[src/rtl/mp3_spi_arbiter.sv]
// mp3_spi_arbiter: shares the VS10xx serial bus between the SCI command path
// and the SDI byte stream. Drives XCS/XDCS/SCK/SI (SPI mode 0) and gates every
// transfer on DREQ. All pin outputs come straight from flops.
module mp3_spi_arbiter #(
    parameter int CLK_DIV    = 4,   // SCK half-period in clk cycles
    parameter int DATA_BURST = 32   // max SDI bytes per DREQ check
) (
    input  logic        clk,
    input  logic        rst_n,
    input  logic        i_DREQ,
    input  logic        i_cmd_req,
    input  logic [7:0]  i_cmd_addr,
    input  logic [15:0] i_cmd_data,
    output logic        o_cmd_ack,
    input  logic        i_dat_valid,
    input  logic [7:0]  i_dat_byte,
    output logic        o_dat_ready,
    output logic        o_XCS,
    output logic        o_XDCS,
    output logic        o_SCK,
    output logic        o_SI,
    output logic        o_busy
);
    localparam int DW = (CLK_DIV > 1) ? $clog2(CLK_DIV) : 1;
    localparam int BW = $clog2(DATA_BURST + 1);

    typedef enum logic [2:0] {IDLE, SCI_SHIFT, SCI_WAIT, SDI_SHIFT, GAP} state_t;
    // Sub-phase inside a shift state: SETUP is the select-low lead-in cycle
    // (for SDI it is also the byte-latch cycle), BITS the bit periods, HOLD the
    // trailing SCK-low cycle before the select rises.
    typedef enum logic [1:0] {PH_SETUP, PH_BITS, PH_HOLD} phase_t;

    state_t         state, nstate;
    phase_t         phase;
    logic [DW-1:0]  div_cnt;
    logic [5:0]     bits_left;
    logic [31:0]    shreg;
    logic [BW-1:0]  burst_cnt;
    logic           sck_q, gap_q, rdy_q, ack_q, xcs_q, xdcs_q, busy_q;

    logic tick, bit_end, last_bit, burst_more;

    assign tick       = (phase == PH_BITS) && (div_cnt == DW'(CLK_DIV - 1));
    assign bit_end    = tick && sck_q;
    assign last_bit   = bit_end && (bits_left == 6'd1);
    // Burst may only continue at a byte boundary and yields to a pending command.
    assign burst_more = i_dat_valid && !i_cmd_req && (burst_cnt < BW'(DATA_BURST));

    // State register
    always_ff @(posedge clk or negedge rst_n) begin
        if (!rst_n) state <= IDLE;
        else        state <= nstate;
    end

    // Next-state: commands win over data; nothing starts without DREQ
    always_comb begin
        nstate = state;
        case (state)
            IDLE: begin
                if (i_DREQ && i_cmd_req)        nstate = SCI_SHIFT;
                else if (i_DREQ && i_dat_valid) nstate = SDI_SHIFT;
            end
            SCI_SHIFT: if (phase == PH_HOLD) nstate = SCI_WAIT;
            SCI_WAIT:  if (i_DREQ)           nstate = IDLE;
            SDI_SHIFT: if (phase == PH_HOLD) nstate = GAP;
            GAP:       if (gap_q)            nstate = IDLE;
            default:                         nstate = IDLE;
        endcase
    end

    // Datapath and registered pin outputs; selects/busy/ack are decoded from
    // the next state so they line up with the state register glitch-free.
    always_ff @(posedge clk or negedge rst_n) begin
        if (!rst_n) begin
            phase     <= PH_SETUP;
            div_cnt   <= '0;
            bits_left <= '0;
            shreg     <= '0;
            burst_cnt <= '0;
            sck_q     <= 1'b0;
            gap_q     <= 1'b0;
            rdy_q     <= 1'b0;
            ack_q     <= 1'b0;
            xcs_q     <= 1'b1;
            xdcs_q    <= 1'b1;
            busy_q    <= 1'b0;
        end else begin
            rdy_q  <= 1'b0;
            ack_q  <= (state == SCI_SHIFT) && (nstate == SCI_WAIT);
            xcs_q  <= (nstate != SCI_SHIFT);
            xdcs_q <= (nstate != SDI_SHIFT);
            busy_q <= (nstate != IDLE);
            gap_q  <= (state == GAP) ? ~gap_q : 1'b0;
            case (state)
                IDLE: begin
                    phase   <= PH_SETUP;
                    sck_q   <= 1'b0;
                    div_cnt <= '0;
                    if (nstate == SCI_SHIFT) begin
                        shreg     <= {8'h02, i_cmd_addr, i_cmd_data};
                        bits_left <= 6'd32;
                    end else if (nstate == SDI_SHIFT) begin
                        burst_cnt <= '0;
                        rdy_q     <= 1'b1;
                        bits_left <= 6'd8;
                    end
                end
                SCI_SHIFT, SDI_SHIFT: begin
                    case (phase)
                        PH_SETUP: begin
                            phase   <= PH_BITS;
                            div_cnt <= '0;
                            sck_q   <= 1'b0;
                            if (state == SDI_SHIFT) begin
                                shreg     <= {i_dat_byte, 24'h0};
                                burst_cnt <= burst_cnt + 1'b1;
                            end
                        end
                        PH_BITS: begin
                            if (tick) begin
                                div_cnt <= '0;
                                sck_q   <= ~sck_q;
                            end else begin
                                div_cnt <= div_cnt + 1'b1;
                            end
                            if (bit_end) begin
                                shreg     <= {shreg[30:0], 1'b0};
                                bits_left <= bits_left - 6'd1;
                            end
                            if (last_bit) begin
                                if (state == SDI_SHIFT && burst_more) begin
                                    phase     <= PH_SETUP;
                                    rdy_q     <= 1'b1;
                                    bits_left <= 6'd8;
                                end else begin
                                    phase <= PH_HOLD;
                                end
                            end
                        end
                        default: ;
                    endcase
                end
                default: ;
            endcase
        end
    end

    assign o_XCS       = xcs_q;
    assign o_XDCS      = xdcs_q;
    assign o_SCK       = sck_q;
    assign o_SI        = shreg[31];
    assign o_cmd_ack   = ack_q;
    assign o_dat_ready = rdy_q;
    assign o_busy      = busy_q;
endmodule

[config.mk]
export PLATFORM = sky130hd
export DESIGN_NAME = mp3_spi_arbiter
export DESIGN_NICKNAME = d
export VERILOG_FILES = /design/src/rtl/mp3_spi_arbiter.sv
export SDC_FILE = /design/constraint.sdc
export NUM_CORES = 1
export LEC_CHECK = 0
export BUFFER_PORTS_ARGS = -buffer_cell sky130_fd_sc_hd__buf_2
export CAP_MARGIN = 5
export CORE_MARGIN = 5
export CORE_UTILIZATION = 52
export DETAILED_ROUTE_END_ITERATION = 6
export PLACE_DENSITY_LB_ADDON = 0.25
export SYNTH_ARGS = -nofsm -noshare
export SYNTH_HDL_FRONTEND = slang
export SYNTH_SLANG_ARGS = --single-unit
[constraint.sdc]
create_clock -name clk -period 4.56 [get_ports clk]
set_clock_uncertainty 0.05 [all_clocks]
set_input_delay 0.912 -clock clk [delete_from_list [all_inputs] [get_ports clk]]
set_output_delay 0.912 -clock clk [all_outputs]
set_load 0.02 [all_outputs]
==> impl_metrics.toml <==
[clocking]
cts_tree = "built"
clkSlewWorstSetupHoldPaths_ps = 70
clk_latency_ps = 350
cts_sinks = 58
post_cts_buffers = 0
ctsResizeCount = 0
postCtsHoldBufs = 0
cts_buffers = 9
clock-root-buffer = "clkbuf_8"
h-tree-depth = 3
clock_path_buffers = 2

[final_layout]
layout_common_cells = "dfrtp_1 (56), buf_2 (43), nand2_1 (30), mux2_4 (29), a22o_1 (27)"
area_growth_syn_to_layout_pct = 15.6
drive_gt1_frac = 0.333
num_antenna_cells = 0
final_common_cell = "dfrtp_1"
nets = 348
stdcell_count = 387

[setup_path]
cp_max_fo = 32
arrival_ps = 2690
required_ps = 4740
critPathCaptureType = "register"
worst-setup-path-type = "register to register"
startpoint_type = "register"

[logic_synthesis]
ys_async_sr_fraction = 1.00
synth.cell_area_mm2 = 0.00309
synthAdderAreaFrac = 0.0162
syn_inst = 264
yosys.area_share.simple = 0.155
syn_area_per_cell_um2 = 11.7
synth_edf_count = 0
yosysWarningCount = 0
synth-compound-area-share = 0.167
synth_ff_type = "dfrtp_1"
ys_types = 50
synth_mux_area_frac = 0.152
syn_nets = 305
seq_area_frac_synth = 0.471
synth_top_family_by_area = "compound AO/OA/AOI/OAI gates"
postSynthRegisterBits = 58
synth-xor-area-share = 0.00568

[sta]
rsz0062_at_grt = "no"
drv_slew = 0
worstMarginPinSlew_ps = 926
fmax_mhz = 399
post-route-min-period_ps = 2510
hold_viol = 0
setup_tns_ps = 0
slew_headroom = 0.382
finalCritPeriodShare = 0.550
setup_viol = 0

[drt]
wl_um = 6370
vias = 2168
routedWlPerCell_um = 16.5
remaining_drc_errors = 0
drt-initial-drc-count = 134
ant_nets = 0
routed_via_density = 5.60
dr.pass1.iters = 4

[floorplanning]
dieWidth_um = 87.0
fp.dieH_um = 87.0
start_util = 0.527
die_area_mm2 = 0.00757
core_region_area_mm2 = 0.00585
rows = 28
io-pin-count = 44

[hold_path]
hp-class = "register to register"

[global_routing]
grt_pass1_vias = 2201
grt-ovfl-total = 0
gr-usage-all-layers = 0.183
antenna_found_initial = 0
grt_first_pass_wirelength_um = 10600
grt_max_degree = 33

[place]
io_buffer_count = 43
gp_congestion = 0.774
hpwl_um = 4250
place_inst = 371

[flow_run]
drv_cap = 0

[power_and_ir_drop]
power.total_uw = 2480
p_leak_uw = 0.00180
vdd_drop_max_mv = 0.361
p_per_area_mw_per_mm2 = 696

[run_status]
status = "completed"
==> flip-flops by register name, summed over array words and instances, names as in the netlist, 2 cells and up <==
signal,cells
div_cnt,2
state,3
phase,2
bits_left,6
shreg,32
burst_cnt,6
==> worst paths after layout <==
| check | start | to | slack, ps | depth (start not counted) |
|---|---|---|---|---|
| worst max-delay path | state[1] | shreg[8] | 2050 | 4 |
| max in group asynchronous | rst_n | o_XDCS | 3050 | 2 |
| worst min-delay path | gap_q | gap_q | 390 | 1 |
| worst max register to register | state[1] | shreg[8] | 2050 | 4 |
| worst min register to register | gap_q | gap_q | 390 | 1 |
| min in group asynchronous | rst_n | bits_left[3] | 550 | 1 |
==> per-stage QoR <==
stage	cell area, um^2	util	setup slack (ps)	hold slack (ps)
6_report	3570	0.609	2050	387
5_1_grt	3570	0.609	1940	418
4_1_cts	3570	0.609	2070	393
3_5_place_dp	3340	0.571	1710	385
3_3_place_gp	3340	0.571	1740	358
2_1_floorplan	3090	-	2290	345
==> final cells by class <==
| class | count | area (um^2) |
|---|---|---|
| Clock buffer | 10 | 138 |
| Clock inverter | 6 | 90.1 |
| Fill cell | 467 | 2280 |
| Inverter | 6 | 22.5 |
| Multi-Input combinational cell | 186 | 1530 |
| Sequential cell | 58 | 1450 |
| Tap cell | 75 | 93.8 |
| Timing Repair Buffer | 46 | 238 |
==> routing by layer <==
layer	vias up	GRT usage	share of wire
li1	1049	-	-
met1	1064	0.247	0.47
met2	40	0.271	0.47
met3	15	0.0662	0.044
met4	0	0.0666	0.016
met5	-	0	0
==> where the power goes <==
part           switching, uW  total [uW]  internal, uW
Combinational            500        1060           564
Sequential               161         879           718
Clock                    214         537           323
==> cell families after synthesis <==
| logic type | Yosys count |
|---|---|
| compound gates | 65 |
| xor+xnor | 2 |
| fa+ha+maj | 4 |
| buf+inv | 20 |
| flops | 58 |
| mux | 32 |
| simple gates | 83 |
==> synthesized netlist by cell type, drive strengths merged (3+ instances only) <==
cell type,n,area [um^2]
nand3,7,47.6
o22ai,3,25.0
and2,3,18.8
clkbuf,8,30.0
nor3,4,20.0
nor2b,7,46.3
nand2b,5,31.3
mux2,31,458
and3,3,18.8
o21ai,14,70.1
inv,6,22.5
nor2,8,30.0
dfrtp,56,1400
buf,6,48.8
nand2,30,113
ha,4,50.1
a22o,27,236
a21oi,9,45.0
nor4b,4,35.0
==> critical path, stage by stage, from the launching register on <==
cell and delay (ps):
dfrtp_1 530, or4b_4 640, o2bb2ai_4 150, nand3_4 510, mux2_4 500
Note: power is estimated with default switching activity, not from simulation.
